[src/rtl/regfile_wb_arbiter_pkg.sv]
// Shared constants and types for the register-file write-port arbiter.
// Covers the write-source encoding and the buffered LU result layout.
package regfile_wb_arbiter_pkg;

    localparam int unsigned REG_ADDR_W = 5;
    localparam int unsigned DATA_W     = 32;
    localparam logic [REG_ADDR_W-1:0] REG_ZERO = 5'd0;

    typedef enum logic [1:0] {
        SRC_NONE,
        SRC_WB,
        SRC_FIFO,
        SRC_LU
    } wr_src_e;

    typedef struct packed {
        logic [REG_ADDR_W-1:0] rd;
        logic [DATA_W-1:0]     data;
    } lu_result_t;

endpackage

[src/rtl/wb_result_fifo.sv]
// Small synchronous FIFO holding LU results that lost the write port to WB.
// The caller never pushes when full or pops when empty.
module wb_result_fifo
    import regfile_wb_arbiter_pkg::*;
#(
    parameter int unsigned DEPTH = 2,
    parameter int unsigned CNT_W = 2
) (
    input  logic             clk,
    input  logic             rst_n,
    input  logic             push,
    input  logic             pop,
    input  lu_result_t       wdata,
    output lu_result_t       rdata,
    output logic [CNT_W-1:0] count
);

    localparam int unsigned PTR_W = (DEPTH > 1) ? $clog2(DEPTH) : 1;

    lu_result_t       mem [DEPTH];
    logic [PTR_W-1:0] wr_ptr_q, wr_ptr_d;
    logic [PTR_W-1:0] rd_ptr_q, rd_ptr_d;
    logic [CNT_W-1:0] count_q, count_d;

    // DEPTH is a power of two, so pointers wrap by natural overflow.
    always_comb begin
        wr_ptr_d = wr_ptr_q;
        rd_ptr_d = rd_ptr_q;
        count_d  = count_q;
        if (push) begin
            wr_ptr_d = wr_ptr_q + PTR_W'(1);
        end
        if (pop) begin
            rd_ptr_d = rd_ptr_q + PTR_W'(1);
        end
        if (push && !pop) begin
            count_d = count_q + CNT_W'(1);
        end else if (pop && !push) begin
            count_d = count_q - CNT_W'(1);
        end
    end

    always_ff @(posedge clk or negedge rst_n) begin
        if (!rst_n) begin
            wr_ptr_q <= '0;
            rd_ptr_q <= '0;
            count_q  <= '0;
        end else begin
            wr_ptr_q <= wr_ptr_d;
            rd_ptr_q <= rd_ptr_d;
            count_q  <= count_d;
        end
    end

    always_ff @(posedge clk) begin
        if (push) begin
            mem[wr_ptr_q] <= wdata;
        end
    end

    assign rdata = mem[rd_ptr_q];
    assign count = count_q;

endmodule

[src/rtl/regfile_wb_arbiter.sv]
// Arbitrates the register-file write port between pipeline WB and the LU,
// buffering losing LU results and tracking outstanding LU destinations.
module regfile_wb_arbiter
    import regfile_wb_arbiter_pkg::*;
#(
    parameter int unsigned FIFO_DEPTH = 2,
    parameter int unsigned CNT_W      = 2
) (
    input  logic                  CLK,
    input  logic                  RST,
    input  logic                  WbWre,
    input  logic [REG_ADDR_W-1:0] WbReg,
    input  logic [DATA_W-1:0]     WbData,
    input  logic                  LuValid,
    output logic                  LuReady,
    input  logic [REG_ADDR_W-1:0] LuReg,
    input  logic [DATA_W-1:0]     LuData,
    input  logic                  IssueValid,
    input  logic                  IssueLong,
    input  logic [REG_ADDR_W-1:0] IssueRs,
    input  logic [REG_ADDR_W-1:0] IssueRt,
    input  logic [REG_ADDR_W-1:0] IssueRd,
    output logic                  Stall,
    output logic                  RegWre,
    output logic [REG_ADDR_W-1:0] WriteReg,
    output logic [DATA_W-1:0]     WriteData,
    output logic [31:0]           Pending,
    output logic [CNT_W-1:0]      FifoCount
);

    wr_src_e          src;
    lu_result_t       fifo_head;
    lu_result_t       lu_result;
    logic [CNT_W-1:0] fifo_count;
    logic             fifo_empty;
    logic             fifo_full;
    logic             fifo_push;
    logic             fifo_pop;
    logic             lu_xfer;
    logic             wb_active;
    logic             issue_set;
    logic             retire_clr;
    logic [31:0]      pending_q, pending_d;

    assign lu_result  = '{rd: LuReg, data: LuData};
    assign fifo_empty = (fifo_count == '0);
    assign fifo_full  = (fifo_count == CNT_W'(FIFO_DEPTH));
    assign LuReady    = RST && !fifo_full;
    assign lu_xfer    = LuValid && LuReady;
    assign wb_active  = WbWre && (WbReg != REG_ZERO);

    // Buffered results always drain before a fresh LU result may bypass.
    always_comb begin
        src = SRC_NONE;
        if (wb_active) begin
            src = SRC_WB;
        end else if (!fifo_empty) begin
            src = SRC_FIFO;
        end else if (lu_xfer) begin
            src = SRC_LU;
        end
    end

    assign fifo_push = lu_xfer && ((src == SRC_WB) || (src == SRC_FIFO));
    assign fifo_pop  = (src == SRC_FIFO);

    always_comb begin
        WriteReg  = REG_ZERO;
        WriteData = '0;
        unique case (src)
            SRC_WB: begin
                WriteReg  = WbReg;
                WriteData = WbData;
            end
            SRC_FIFO: begin
                WriteReg  = fifo_head.rd;
                WriteData = fifo_head.data;
            end
            SRC_LU: begin
                WriteReg  = LuReg;
                WriteData = LuData;
            end
            default: ;
        endcase
    end

    // LU results addressed to r0 occupy their slot but never write.
    assign RegWre = RST && (src != SRC_NONE) && (WriteReg != REG_ZERO);

    wb_result_fifo #(
        .DEPTH (FIFO_DEPTH),
        .CNT_W (CNT_W)
    ) u_fifo (
        .clk   (CLK),
        .rst_n (RST),
        .push  (fifo_push),
        .pop   (fifo_pop),
        .wdata (lu_result),
        .rdata (fifo_head),
        .count (fifo_count)
    );

    assign Stall = RST && IssueValid &&
                   (pending_q[IssueRs] || pending_q[IssueRt] || pending_q[IssueRd] ||
                    (IssueLong && fifo_full));

    assign issue_set  = IssueValid && IssueLong && !Stall && (IssueRd != REG_ZERO);
    assign retire_clr = (src == SRC_FIFO) || (src == SRC_LU);

    always_comb begin
        pending_d = pending_q;
        if (retire_clr) begin
            pending_d[WriteReg] = 1'b0;
        end
        if (issue_set) begin
            pending_d[IssueRd] = 1'b1;
        end
        pending_d[0] = 1'b0;
    end

    always_ff @(posedge CLK or negedge RST) begin
        if (!RST) begin
            pending_q <= '0;
        end else begin
            pending_q <= pending_d;
        end
    end

    assign Pending   = pending_q;
    assign FifoCount = fifo_count;

endmodule

[config.mk]
export PLATFORM = sky130hd
export DESIGN_NAME = regfile_wb_arbiter
export DESIGN_NICKNAME = d
export VERILOG_FILES = /design/src/rtl/regfile_wb_arbiter_pkg.sv /design/src/rtl/wb_result_fifo.sv /design/src/rtl/regfile_wb_arbiter.sv
export SDC_FILE = /design/constraint.sdc
export NUM_CORES = 1
export LEC_CHECK = 0
export CORE_MARGIN = 3
export CORE_UTILIZATION = 53
export CTS_CLUSTER_SIZE = 28
export DETAILED_ROUTE_END_ITERATION = 6
export PLACE_DENSITY = 0.91
export REMOVE_ABC_BUFFERS = 1
export SLEW_MARGIN = 5
export SYNTH_ARGS = -nofsm -noshare
export SYNTH_HDL_FRONTEND = slang
export SYNTH_SLANG_ARGS = --single-unit
[constraint.sdc]
create_clock -name CLK -period 6.5 [get_ports CLK]
set_clock_uncertainty 0.2 [all_clocks]
set_input_delay 1.3 -clock CLK [delete_from_list [all_inputs] [get_ports CLK]]
set_output_delay 1.3 -clock CLK [all_outputs]
set_load 0.05 [all_outputs]
-- Yosys cells after proc, flatten, opt, wreduce, memory -nomap -nowiden
Memory sizes are Yosys's and may differ from the RTL's.
Index checks and enable logic that the tools add are counted.
- RAM bits: 74
- output and inout bits: 74
- register bits after elaboration: 35
- memories kept: 1
- memory list (name ; words ; width ; read ports ; clocked after Yosys merged registers in ; wr ports ; line ; source):
    u_fifo.mem ; 2 ; 37 ; 1 ; 0 ; 1 ; wb_result_fifo.sv:20 ; lu_result_t mem [DEPTH];
- reduce and logical (&&, ||, !) cells: 31
- equality and inequality tests: 4
- $add $sub $neg: 4
- mux-type cells: 21
- order comparisons: 6
- bitwise operators: 3
- operator list (operator ; count):
    32-bit one-hot mux with 3 select lines ; 1
    32-bit 2-to-1 mux ; 2
    32-bit AND ; 1
    32-bit NOT ; 1
    32-bit bitwise OR ; 1
    5-bit by 6-bit < comparator with 1-bit output (second input constant) ; 4
    1-bit logical AND ; 16
    1-bit binary-select mux with 5-bit select ; 3
    5-bit one-hot mux with 3 select lines ; 1
    5-bit nonzero test ; 3
    1-bit demux with 5-bit select ; 2
    5-bit by 1-bit >= comparator with 1-bit output (second input constant) ; 2
    2-bit 2-to-1 mux ; 5
    1-bit 2-to-1 mux ; 7
    2-bit equality test (second input constant) ; 3
    1-bit logical OR ; 5
    1-bit zero test ; 4
    2-bit nonzero test ; 2
    1-bit adder (second input constant) ; 2
    2-bit by 1-bit adder with 2-bit output (second input constant) ; 1
    2-bit by 1-bit equality test with 1-bit output (second input constant) ; 1
    2-bit zero test ; 1
    2-bit by 1-bit subtractor with 2-bit output (second input constant) ; 1

-- Depth between registers and ports, before layout
- depth in word-level cells: 18
- gate-level depth with buffers: 9
- gate-level depth less buffers: 7

-- Modules after synthesis
From an unflattened synthesis, not the netlist that was laid out.
- cells, all modules: 496
- area total of the unflattened synthesis: 6118.4 sq um
- by module, submodules not included (module ; area an instance (sq um) ; sequential area each (sq um) ; cells each ; instances):
    regfile_wb_arbiter ; 3189.3 ; 775.7 ; 367 ; 1
    wb_result_fifo ; 2929.1 ; 2322.2 ; 129 ; 1

-- Least setup slack after synthesis
No wires, ideal clock.
- path kind: in2out
- start point: in WbReg[1]
- end point: out RegWre
- stages on the path: 8
- path slack: 1383 ps
- arrival time: 3617 ps
- path through: or2_2 -> o41ai_1 -> buf_2 -> a22oi_1 -> inv_1 -> or3_1 -> nor4bb_1 -> nor2_1
- word-level cells in the longest chain between the ends: 7
- elaborated cells between the ends (all ways): 11
- those cells by class: eq/ne: 3; mux: 2; reduce/logical: 6
- RTL lines (element ; line ; source):
    start: declaration ; regfile_wb_arbiter.sv:12 ; input logic [REG_ADDR_W-1:0] WbReg,
    5-bit nonzero test (*) ; regfile_wb_arbiter.sv:50 ; assign wb_active = WbWre && (WbReg != REG_ZERO);
    1-bit logical AND (*) ; regfile_wb_arbiter.sv:50 ;
    2-bit 2-to-1 mux (*) ; regfile_wb_arbiter.sv:55 ; if (wb_active) begin
    2-bit equality test or 2-bit by 1-bit equality test with 1-bit output (tied branches) ; regfile_wb_arbiter.sv:70 ; unique case (src)
    5-bit one-hot mux with 3 select lines (*) ; regfile_wb_arbiter.sv:70 ;
    net WriteReg[4] ; regfile_wb_arbiter.sv:25 ; output logic [REG_ADDR_W-1:0] WriteReg,
    5-bit nonzero test (*) ; regfile_wb_arbiter.sv:88 ; assign RegWre = RST && (src != SRC_NONE) && (WriteReg != REG_ZERO);
    1-bit logical AND (*) ; regfile_wb_arbiter.sv:88 ;
    end: declaration ; regfile_wb_arbiter.sv:24 ; output logic RegWre,
The timed path passes the listed nets; every way through them passes the cells marked *.

-- Worst setup path in the final report
- start point: in IssueRt[0]
- end point: out Stall
- word-level cells in the longest chain between the ends: 6
- RTL lines (element ; line ; source):
    start: declaration ; regfile_wb_arbiter.sv:21 ; input logic [REG_ADDR_W-1:0] IssueRt,
    1-bit binary-select mux with 5-bit select ; regfile_wb_arbiter.sv:104 ; (pending_q[IssueRs] || pending_q[IssueRt] || pending_q[IssueRd] ||
    1-bit 2-to-1 mux (implied by the code) ; regfile_wb_arbiter.sv:104 ;
    1-bit logical OR (3 in series) ; regfile_wb_arbiter.sv:104 ;
    1-bit logical AND ; regfile_wb_arbiter.sv:103 ; assign Stall = RST && IssueValid &&
    end: declaration ; regfile_wb_arbiter.sv:23 ; output logic Stall,
No other way between the ends. The select of a mux whose other input is x is not followed.

==> summary.txt <==
CTS
  • Worst-path clk slew: 0.07 ns
  • Sink Count: 109
  • Root Buffer: clkbuf_16
  • H-tree depth: 3
  • Post-CTS setup buffer count: 0
  • Clk buf depth: 2
  • Worst skew pair latency: 0.34 ns
  • Post-CTS Hold Buffers: 0
  • Post-CTS Resized: 0
  • CTS Buf Count: 9
  • CTS tree: done

Yosys
  • Cell Area, Synth: 6470 um2
  • Post-synthesis register bit count: 109
  • Combinational family with the most area after synthesis: simple AND/OR/NAND/NOR gates
  • Sequential fraction of the synthesis area: 0.479
  • Gate Count Post-Synth: 628
  • Mux share of post-synthesis cell area: 0.134
  • Avg Cell Area, Syn: 10.3 um2
  • Asr flop ratio synth: 0.321
  • EDFF count, synth: 74
  • Yosys Warn Count: 0
  • Number of library cell types mapped by synthesis: 58
  • Simple-gate share of the synthesized area: 0.176
  • Post-Synth Adder-Cell Area: 0
  • Post-Synth XOR/XNOR Area: 0.00271
  • Ys flop type: edfxtp_1
  • Synth Area in Compound Gates: 0.170

Placement
  • Number of buffers added on ports: 167
  • Post-detail-place hpwl: 14,200 um
  • Gpl congestion: ~0.90
  • Dpl cells: 900

Drt
  • Initial DRT Pass Iterations: 5
  • Vias: 5,955
  • DRT Wirelength: 20,200 um
  • DR WL/cell: 22.1 um
  • DRT iter0 DRCs: 747
  • Detail Route Antenna Nets: 0
  • Residual DRC count: 0
  • Routed vias/inst: 6.50

Power
  • Pwr dens: 392 nW/um2
  • VDD IR max: 0.257 mV
  • Static leakage: 0.00309 uW

Status
  • Status: finished clean

Finish
  • Filler cells: 761
  • Share of cells above drive strength 1: 0.125
  • Diode count: 0
  • Net count, final: 863
  • Synth-to-layout area growth: 32.1%
  • Finished Layout Cells: 916
  • Leading cell type in the layout, fill and taps excluded: clkdlybuf4s50_1
  • Most frequent cells in the layout: 150 x clkdlybuf4s50_1, 86 x nor2_1, 74 x edfxtp_1, 71 x a21oi_1, 62 x mux2i_1

Critical path
  • Critical path launch point type: input pin
  • Critical path class: input pin to output port
  • CP arrival: ~4.3 ns
  • Required time of the critical path: roughly 5.0 ns
  • Critical Path End Type: output port
  • Crit-path max FO: 17

STA
  • WHS: 0.381 ns
  • Max-slew headroom: 0.254
  • Min Tclk post-route: 5.80 ns
  • Endpoints failing hold: 0
  • Setup violations, final: 0
  • Period utilisation layout: 0.893
  • Worst Tran Pin Value: 1.12 ns
  • TNS Setup: 0 ns
  • Max Clk Rate: 172 MHz
  • Final Max Slew Viols: 0
  • RSZ-0062 raised after global routing: no

Global routing
  • Initial antenna violation count: 0
  • Pin count of the biggest net entering global routing: 74
  • GR Util All Layers: 0.301
  • First-pass GRT wire length: about 32,000 um
  • Vias in the first global route: 6,026
  • Grt total ovfl: 0

Die
  • Rows: 39
  • Die H: 116 um
  • Initial Util: 0.555
  • Placeable Area: 11,700 um2
  • Chip width: 116 um
  • Die area: 13,600 um2
  • IO Count: 169

Worst hold path
  • Hold Path Class: flop to flop

Run
  • MaxCap Viol Count: 0
## worst paths after layout
path	endpoint	cells past startpoint	slack (ns)	start
worst max-delay path	Stall	7	0.70	IssueRt[0]
max in group asynchronous	u_fifo.rd_ptr_q$_DFFE_PN0P_	2	4.60	RST
worst max register to register	Pending[12]$_DFF_PN0_	8	3.09	u_fifo.count[0]$_DFFE_PN0P_
worst min register to register	u_fifo.wr_ptr_q$_DFFE_PN0P_	1	0.38	u_fifo.wr_ptr_q$_DFFE_PN0P_
min in group asynchronous	Pending[10]$_DFF_PN0_	2	0.98	RST
worst min-delay path	u_fifo.wr_ptr_q$_DFFE_PN0P_	1	0.38	u_fifo.wr_ptr_q$_DFFE_PN0P_
## metal layers
| metal | vias to the layer above | global-route usage | wire length (um) |
|---|---|---|---|
| met3 | 67 | 0.0606 | 1940 |
| met2 | 362 | 0.498 | 10000 |
| met1 | 2864 | 0.379 | 7500 |
| met4 | 0 | 0.148 | 783 |
| li1 | 2662 | - | - |
| met5 | - | 0 | 0 |
## sequential cells by signal, indices dropped and copies added, names as in the netlist
name	flops
u_fifo.rd_ptr_q	1
u_fifo.wr_ptr_q	1
u_fifo.count	2
Pending	31
u_fifo.mem	74
## per-stage QoR
step | total power [uW] | setup WS [ns] | util | cell area (um2)
final | 3350 | 0.697 | 0.733 | 8550
after floorplan | 2150 | -4.67 | - | 6250
after detailed placement | 2810 | 0.737 | 0.708 | 8260
after global routing | 3480 | 0.540 | 0.733 | 8550
after global placement | 2750 | 0.816 | 0.708 | 8260
after CTS | 3330 | 0.736 | 0.733 | 8550
## worst max-delay path, stage by stage
cell and delay [ns]:
clkdlybuf4s50_1 0.77, mux4_2 0.56, mux2_2 0.30, a31oi_4 0.45, nand2_2 0.39, o211a_1 0.33
buf_4 0.18
## cells in the mapped netlist (3+ instances only)
cell type	instances	area, um2
mux2i_1	62	621
nand4_1	3	18.8
or3_1	34	213
a21oi_1	71	355
o211ai_1	18	135
inv_1	6	22.5
nand3b_1	9	67.6
edfxtp_1	74	2220
nor3_1	4	20.0
dfrtp_1	35	876
buf_1	14	52.6
nand4b_1	4	35.0
o22ai_1	4	25.0
nand2_1	9	33.8
nor2_1	87	327
buf_2	11	55.1
o2bb2ai_1	4	35.0
mux2_2	4	45.0
o21ai_0	37	185
clkbuf_1	23	86.3
or2_2	16	100
nor2b_1	5	31.3
or3b_2	3	26.3
nand3_1	31	155
o311ai_2	9	146
mux4_2	9	203
o311ai_0	6	52.6
## report_power, final
| group | internal [uW] | switching [uW] |
|---|---|---|
| Clock | 276 | 252 |
| Combinational | 634 | 1100 |
| Sequential | 889 | 199 |
## layout make-up
class	instances	area, um2	area share
clock inverters	5	43.8	0.00512
well taps	143	179	0.0209
inverters	6	22.5	0.00263
flip-flops and latches	109	3100	0.363
multi-input cells	462	3160	0.370
clock buffers	11	243	0.0284
repair buffers	180	1800	0.210
## cells by family after synthesis
| logic type | after synthesis |
|---|---|
| mux | 75 |
| other cells | 1 |
| xor+xnor | 2 |
| flops | 109 |
| compound gates | 167 |
| buf+inv | 57 |
| simple gates | 217 |
Power figures use the tool's default switching activity.
